**config.mk**
```make
export PLATFORM = sky130hd
export DESIGN_NAME = fir6_stream_ctrl
export DESIGN_NICKNAME = d
export VERILOG_FILES = /design/src/rtl/fir6_stream_ctrl.sv
export SDC_FILE = /design/constraint.sdc
export NUM_CORES = 1
export LEC_CHECK = 0
export ABC_AREA = 1
export BUFFER_PORTS_ARGS = -buffer_cell sky130_fd_sc_hd__buf_2
export CAP_MARGIN = 20
export CORE_MARGIN = 1
export CORE_UTILIZATION = 55
export CTS_BUF_LIST = sky130_fd_sc_hd__clkbuf_2 sky130_fd_sc_hd__clkbuf_4 sky130_fd_sc_hd__clkbuf_8
export CTS_CLUSTER_DIAMETER = 150
export DETAILED_ROUTE_END_ITERATION = 10
export GPL_ROUTABILITY_DRIVEN = 0
export PLACE_DENSITY = 0.84
export SYNTH_ARGS = -nofsm -noshare
export SYNTH_HDL_FRONTEND = slang
export SYNTH_SLANG_ARGS = --single-unit
```
**constraint.sdc**
```tcl
create_clock -name clk -period 2.35 [get_ports clk]
set_input_delay 0.235 -clock clk [delete_from_list [all_inputs] [get_ports clk]]
set_output_delay 0.235 -clock clk [all_outputs]
set_load 0.02 [all_outputs]
```
**src/rtl/fir6_stream_ctrl.sv**
```systemverilog
// Serial-to-6-parallel sequencer for a block FIR: gathers samples, issues blocks on fir_en
// when output space is guaranteed, and re-serialises results. FIR6_STATS_EN adds counters.
module fir6_stream_ctrl #(
    parameter int unsigned FIR_LAT   = 2,
    parameter int unsigned OBUF_BLKS = 2
) (
    input  logic               clk,
    input  logic               rst_n,
    input  logic signed [15:0] s_data,
    input  logic               s_valid,
    output logic               s_ready,
    input  logic               flush,
    output logic signed [15:0] x6k,
    output logic signed [15:0] x6k_1,
    output logic signed [15:0] x6k_2,
    output logic signed [15:0] x6k_3,
    output logic signed [15:0] x6k_4,
    output logic signed [15:0] x6k_5,
    output logic               fir_en,
    input  logic signed [15:0] y6k,
    input  logic signed [15:0] y6k_1,
    input  logic signed [15:0] y6k_2,
    input  logic signed [15:0] y6k_3,
    input  logic signed [15:0] y6k_4,
    input  logic signed [15:0] y6k_5,
    output logic signed [15:0] m_data,
    output logic               m_valid,
    input  logic               m_ready,
    output logic               m_last,
    output logic               busy
`ifdef FIR6_STATS_EN
    ,
    output logic        [15:0] blk_cnt,
    output logic        [15:0] stall_cnt
`endif
);

    typedef enum logic [1:0] {StGather, StPend, StIssue} state_t;

    state_t               st;
    logic [2:0]           cnt;
    logic                 blk_flush;
    logic signed [15:0]   xs [6];
    logic signed [15:0]   y_blk [6];
    logic signed [15:0]   obuf [2][6];
    logic [1:0]           obuf_tag;
    logic [3:0]           inflight;
    logic [1:0]           buffered;
    logic [FIR_LAT-1:0]   lat_vld;
    logic [FIR_LAT-1:0]   lat_tag;
    logic                 wr_ptr;
    logic                 rd_ptr;
    logic [2:0]           beat;

    logic       acc;
    logic [2:0] eff_cnt;
    logic       full;
    logic       flush_go;
    logic [3:0] occ;
    logic       credit;
    logic       cap;
    logic       blk_done;

    assign x6k   = xs[0];
    assign x6k_1 = xs[1];
    assign x6k_2 = xs[2];
    assign x6k_3 = xs[3];
    assign x6k_4 = xs[4];
    assign x6k_5 = xs[5];

    assign y_blk[0] = y6k;
    assign y_blk[1] = y6k_1;
    assign y_blk[2] = y6k_2;
    assign y_blk[3] = y6k_3;
    assign y_blk[4] = y6k_4;
    assign y_blk[5] = y6k_5;

    // A sample landing together with flush counts as gathered before padding.
    assign acc      = s_valid & s_ready;
    assign eff_cnt  = cnt + 3'(acc);
    assign full     = acc && (cnt == 3'd5);
    assign flush_go = flush && (st == StGather) && (eff_cnt != 3'd0);
    assign occ      = inflight + 4'(buffered);
    assign credit   = 32'(occ) < OBUF_BLKS;
    assign cap      = lat_vld[FIR_LAT-1];
    assign blk_done = m_valid && m_ready && (beat == 3'd5);

    always_ff @(posedge clk or negedge rst_n) begin
        if (!rst_n) begin
            st        <= StGather;
            s_ready   <= 1'b0;
            fir_en    <= 1'b0;
            cnt       <= '0;
            blk_flush <= 1'b0;
            for (int j = 0; j < 6; j++) xs[j] <= '0;
        end else begin
            fir_en <= 1'b0;
            unique case (st)
                StGather: begin
                    if (acc) xs[cnt] <= s_data;
                    if (full || flush_go) begin
                        for (int j = 0; j < 6; j++) begin
                            if (flush_go && (3'(j) >= eff_cnt)) xs[j] <= '0;
                        end
                        cnt       <= '0;
                        blk_flush <= flush_go;
                        if (credit) begin
                            st      <= StIssue;
                            fir_en  <= 1'b1;
                            s_ready <= 1'b1;
                        end else begin
                            st      <= StPend;
                            s_ready <= 1'b0;
                        end
                    end else begin
                        cnt     <= eff_cnt;
                        s_ready <= 1'b1;
                    end
                end
                StPend: begin
                    if (credit) begin
                        st      <= StIssue;
                        fir_en  <= 1'b1;
                        s_ready <= 1'b1;
                    end
                end
                StIssue: begin
                    // x* only need to hold through this cycle, so slot 0 may refill now.
                    if (acc) begin
                        xs[0] <= s_data;
                        cnt   <= 3'd1;
                    end
                    st      <= StGather;
                    s_ready <= 1'b1;
                end
                default: st <= StGather;
            endcase
        end
    end

    always_ff @(posedge clk or negedge rst_n) begin
        if (!rst_n) begin
            inflight <= '0;
            buffered <= '0;
            lat_vld  <= '0;
            lat_tag  <= '0;
            wr_ptr   <= 1'b0;
            rd_ptr   <= 1'b0;
            beat     <= '0;
            obuf_tag <= '0;
            for (int i = 0; i < 2; i++) begin
                for (int j = 0; j < 6; j++) obuf[i][j] <= '0;
            end
        end else begin
            inflight <= inflight + 4'(fir_en) - 4'(cap);
            buffered <= buffered + 2'(cap) - 2'(blk_done);
            lat_vld  <= (lat_vld << 1) | FIR_LAT'(fir_en);
            lat_tag  <= (lat_tag << 1) | FIR_LAT'(fir_en & blk_flush);
            if (cap) begin
                obuf[wr_ptr]     <= y_blk;
                obuf_tag[wr_ptr] <= lat_tag[FIR_LAT-1];
                wr_ptr           <= ~wr_ptr;
            end
            if (m_valid && m_ready) begin
                if (beat == 3'd5) begin
                    beat   <= '0;
                    rd_ptr <= ~rd_ptr;
                end else begin
                    beat <= beat + 3'd1;
                end
            end
        end
    end

    always_comb begin
        m_valid = (buffered != 2'd0);
        m_data  = m_valid ? obuf[rd_ptr][beat] : '0;
        m_last  = m_valid && obuf_tag[rd_ptr] && (beat == 3'd5);
    end

    assign busy = (cnt != 3'd0) || (st != StGather) || (inflight != 4'd0) || (buffered != 2'd0);

`ifdef FIR6_STATS_EN
    always_ff @(posedge clk or negedge rst_n) begin
        if (!rst_n) begin
            blk_cnt   <= '0;
            stall_cnt <= '0;
        end else begin
            if (fir_en) blk_cnt <= blk_cnt + 16'd1;
            if ((st == StPend) && (stall_cnt != 16'hFFFF)) stall_cnt <= stall_cnt + 16'd1;
        end
    end
`endif

endmodule
```
## Yosys cells after proc, flatten, opt, wreduce, memory -nomap -nowiden

Cells that the tools add are included.

- Register bits: 313
- Input port bits: 117

- Muxes and demuxes: 42
- Equal/unequal tests: 7
- Add/subtract/negate cells: 7
- Reductions and logical operators: 33
- $lt $le $gt $ge: 16
- Bitwise operators: 10

Operators with widths:

| operator | number |
|---|---|
| $mux W96 | 6 |
| $bwmux W192 | 1 |
| $mux W16 | 11 |
| $bwmux W96 | 1 |
| $demux W96 S1 | 1 |
| $bmux W16 S3 | 1 |
| $demux W16 S3 | 1 |
| $pmux W16 S2 | 1 |
| $logic_and A1 B1 Y1 | 16 |
| $reduce_and A2 Y1 | 5 |
| $mux W3 | 3 |
| $reduce_bool A3 Y1 | 3 |
| $ge A4 B4 Y1 const B | 2 |
| $not A3 Y4 | 2 |
| $mux W1 | 7 |
| $eq A3 B3 Y1 const B | 2 |
| $ge A1 B3 Y1 const A | 2 |
| $ge A2 B3 Y1 const A | 2 |
| $ge A3 B3 Y1 const A | 2 |
| $mux W2 | 3 |
| $pmux W3 S2 | 1 |
| $reduce_bool A2 Y1 | 3 |
| $add A4 B1 Y4 | 1 |
| $add A4 B2 Y4 | 1 |
| other kinds (27) | 37 |

## Logic depth before layout (Yosys ltp)

- Word-level depth: 10
- Gate-level depth with buffers: 13
- Mapped depth without buffers: 12

## Worst setup path after synthesis

OpenSTA, ideal clock, no wires.

- Kind: reg2reg
- From: reg s_ready
- To: reg xs, in the netlist x6k_1[10]
- Required time: 2229 ps
- Library setup time: 121 ps
- Path slack: 100 ps
- Arrival time: 2129 ps
- Clock period less this slack: 2250 ps
- Stages on the path, launching flop included: 13
- Path through: dfrtp_1 nand2_1 inv_1 ha_1 ha_1 nor2_1 nand3_1 nand2_2 inv_2 nand2_4 nor2_4 buf_4 nor3_2

- Longest elaborated chain between the ends: 7
- Elaborated cells on any way between the ends: 11

RTL lines:

| element | line | RTL |
|---|---|---|
| start: declaration | 11 | `output logic s_ready,` |
| start signal: assignment | 91 | `s_ready <= 1'b0;` |
| start signal: assignment | 110 | `s_ready <= 1'b1;` |
| start signal: assignment | 113 | `s_ready <= 1'b0;` |
| $and A1 B1 Y1 * | 79 | `assign acc = s_valid & s_ready;` |
| parallel branches: the longest is 5 deep, another holds $add A3 B1 Y3 | n/a |  |
| $mux W96 * | 101 | `if (full \|\| flush_go) begin` |
| end signal: indexed assignment | 100 | `if (acc) xs[cnt] <= s_data;` |
| end: declaration | 43 | `logic signed [15:0] xs [6];` |

Every way passes the cells marked *.
A chain may end at the register's enable or synchronous reset.

## Final worst setup path

- From: reg rd_ptr
- To: out m_data[2]

- Longest elaborated chain between the ends: 8

RTL lines:

| element | line | RTL |
|---|---|---|
| start: declaration | 52 | `logic rd_ptr;` |
| start signal: assignment | 167 | `rd_ptr <= ~rd_ptr;` |
| $not A1 Y2 (implied by the code) | 177 | `m_data = m_valid ? obuf[rd_ptr][beat] : '0;` |
| $mux W96 (implied by the code) (3 in a row) | 177 |  |
| $bmux W16 S3 | 177 |  |
| $mux W16 (implied by the code) (2 in a row) | 177 |  |
| $mux W16 | 177 |  |
| end: declaration | 26 | `output logic signed [15:0] m_data,` |

No other way between the ends. The select of a mux whose other input is x is not followed.

==> flow_summary.toml <==
[detailed_routing]
route.met3.wl_microns = 4190
postRouteAntennaNets = 0
via_per_inst = 5.48
vias = 13800
initialDrtViolationCount = 1400
route.detailed.drc = 0
finalWirelength_microns = 44200
wl_met2_microns = 21300
top_layer = "met4"
drt-met1-wl_microns = 16700
drt-pass1-iter-count = 7
routedWlPerCell_microns = 17.5

[power]
power_density_nw_per_um2 = 1480
p_int_mw = 15.6
comb_power_share = 0.485
clockPowerShare = 0.172
ir_worst_vdd_v = 0.00133
switchingPower_mw = 12.3
pwr-share-seq = 0.343
power_mw = 27.9
p_sw_frac = 0.440
p_leak_nw = 10.1

[cells_and_area]
mostFrequentLayoutCells = "nand2_1, dfrtp_1, o21ai_0"
final_common_cell = "nand2_1"
nets = 2287
fillers = 1844
layout.cells.non_filler = 2526
layout-drive-gt1-share = 0.218
area_delta_synth_final_pct = 29.0

[global_route]
grt_use_total = 0.321
grt_pass1_wl_microns = 67900
grt_overflow = 0
grt_max_degree = 195
antenna_found_initial = 0
grt_pass1_vias = 13500

[sta]
clock.fmax_mhz = 384
hold_violations = 0
tightestPinTransition_ns = 0.764
final.setup.worst_slack_ns = -0.255
slew_viol_final = 0
min_period_over_period = 1.11
setup_viol = 16
slew_headroom = 0.491
rsz0062_at_grt = "yes"
setup_tns_ns = -2.25
min_period_ns = 2.60
fin_skew_ns = 0.0196

[die]
coreArea_sq_um = 26100
die-area_sq_um = 27200
fp.dieW_microns = 165
start_util = 0.559
pin_count = 234
rows = 59
fp.dieH_microns = 165

[clock_network]
cts.sinks = 313
clk_pin_slew_ns = 0.06
cts_made_buffers = 51
ctsRootBufferMaster = "clkbuf_8"
clockBufferDepth = 3
cts_tree = "built"
insertion_delay_ns = 0.58
h-tree-depth = 2

[logic_synthesis]
synth.distinct_cells = 36
ys_seq_area_frac = 0.537
synth-compound-area-share = 0.142
ys_ff_latch = 313
synth_top_family_by_area = "simple AND/OR/NAND/NOR gates"
yosys-mux-area-fraction = 0
synthSimpleGateAreaFrac = 0.206
synth_nets = 1954
avgSynthCellArea_sq_um = 8.00
synth_xor_area_frac = 0.00300
postSynthCellCount = 1822
synth_adder_area_share = 0.0139
synth_area_sq_um = 14600
yosysWarnings = 0

[placement]
port_buffers = 233
pre_cts_ws_ns = 0.0452
dp.cells = 2318
detailed_place_hpwl_microns = 26500

[worst_setup_path]
crit_top_cell = "nand2_1"
critPathCaptureType = "output port"
path_buf_inv = 3
critPathKind = "reg2out"
reg2reg_slack_ns = 0.13
path_max_fanout = 8
worstPathArrival_ns = 2.37
cp_cell_sequence = "buf_12 -> buf_16 -> nand2_1 -> nand2_1 -> nand2_1 -> nand2_2 -> nand2_2 -> nand2_2 -> nand2_1 -> a21oi_2 -> buf_6"
start_kind = "register"
crit_family = "simple AND/OR/NAND/NOR gates"
crit_required_ns = 2.12
slowest_delay_ns = 0.53
critPathSlowestCell = "dfrtp_4"

[job]
drv_cap = 0

[hold_path]
hold_path_class = "in2reg"

[outcome]
violations = "negative setup slack"
status = "finished, violations left"
-- cell families after synthesis --
kind of cell | Yosys count
compound gates | 387
fa+ha+maj | 15
simple gates | 737
flops | 313
xor+xnor | 5
buf+inv | 365
-- registers in the layout (all words and copies together), names as in the netlist --
register	flops
wr_ptr	1
obuf_tag	2
rd_ptr	1
x6k	16
s_ready	1
beat	3
x6k_2	16
obuf	192
st	2
lat_vld	2
x6k_3	16
buffered	2
x6k_5	16
inflight	4
x6k_4	16
cnt	3
fir_en	1
x6k_1	16
blk_flush	1
lat_tag	2
-- area by class of cell --
type,count,area (sq um),share of cell area
flip-flops and latches,313,7840,0.417
multi-input cells,1145,5600,0.298
repair buffers,381,2900,0.154
clock buffers,82,1000,0.0534
inverters,263,1000,0.0532
well taps,335,419,0.0223
clock inverters,6,36.3,0.00193
diodes,1,2.50,0.000133
-- cell usage after synthesis --
cell | n | area share
o21ai_1 | 1 | 0.00034
o21ai_0 | 295 | 0.10
a21oi_1 | 35 | 0.012
xnor2_1 | 4 | 0.0024
dfrtp_1 | 313 | 0.54
nand3_1 | 45 | 0.015
clkbuf_1 | 67 | 0.017
nand2_2 | 2 | 0.00086
a22oi_1 | 1 | 0.00052
or2_2 | 16 | 0.0069
buf_4 | 4 | 0.0021
nor2_4 | 2 | 0.0015
inv_1 | 255 | 0.066
fa_1 | 2 | 0.0027
inv_2 | 8 | 0.0021
nor2_2 | 3 | 0.0013
xor2_1 | 1 | 0.00060
nor4_1 | 1 | 0.00043
nand3b_1 | 1 | 0.00052
nor2_1 | 163 | 0.042
ha_1 | 13 | 0.011
nor3_4 | 1 | 0.0011
nor3_1 | 8 | 0.0027
nand4_1 | 4 | 0.0017
a21oi_2 | 1 | 0.00060
nand2_4 | 1 | 0.00077
a211oi_1 | 32 | 0.016
nand2_1 | 480 | 0.12
buf_2 | 30 | 0.010
nor3_2 | 10 | 0.0069
a21oi_4 | 1 | 0.0011
buf_1 | 1 | 0.00026
o22ai_1 | 15 | 0.0064
o211ai_1 | 4 | 0.0021
o21bai_1 | 1 | 0.00052
a22oi_2 | 1 | 0.00086
-- power by group through the flow --
| stage | registers (mW) | clock network (mW) | logic (mW) |
|---|---|---|---|
| 2_1_floorplan | 9.84 | 0 | 7.29 |
| 3_3_place_gp | 9.32 | 0 | 11.0 |
| 3_5_place_dp | 9.44 | 0 | 11.4 |
| 4_1_cts | 9.45 | 4.86 | 12.4 |
| 5_1_grt | 9.82 | 5.11 | 14.8 |
| 6_report | 9.56 | 4.80 | 13.5 |
-- metal layers --
layer  global-route usage  up-vias
met2                0.526      769
met5                    0        -
met1                0.395     6539
met4                0.153        0
li1                     -     6372
met3               0.0841      152
-- per-stage QoR --
stage / hold slack, ns / util / area [sq um]
3_5_place_dp: 0.155 / 0.617 / 16100
5_1_grt: -0.0126 / 0.721 / 18800
6_report: 0.0194 / 0.721 / 18800
3_3_place_gp: 0.149 / 0.617 / 16100
4_1_cts: 0.000149 / 0.711 / 18500
2_1_floorplan: -0.0606 / - / 14600
-- tightest hold or removal path, cell delays in order --
cell and delay (ns):
buf_2 0.15, nor2_1 0.11, a211oi_1 0.05
-- path summary, 6_finish.rpt --
| kind | start | depth (start not counted) | to |
|---|---|---|---|
| max | rd_ptr$_DFFE_PN0P_ | 11 | m_data[2] |
| min | s_data[3] | 3 | x6k_4[3]$_DFFE_PN0N_ |
| max reg2reg | s_ready$_DFFE_PN0P_ | 12 | x6k_1[0]$_DFFE_PN0N_ |
| min reg2reg | lat_vld[0]$_DFF_PN0_ | 0 | lat_vld[1]$_DFF_PN0_ |
| max in group asynchronous | rst_n | 3 | x6k_5[11]$_DFFE_PN0N_ |
| min in group asynchronous | rst_n | 2 | obuf[150]$_DFFE_PN0P_ |
-- timing repair --
action                                 4_1_cts  5_1_grt
hold buffers                               107        0
buffers inserted                             1        4
gates cloned                                 5        2
pin swaps                                    9       18
gates resized for setup                     63       51
setup endpoints to repair                   17       92
endpoints found under the hold margin      382        0
Power figures use the tool's default switching activity.
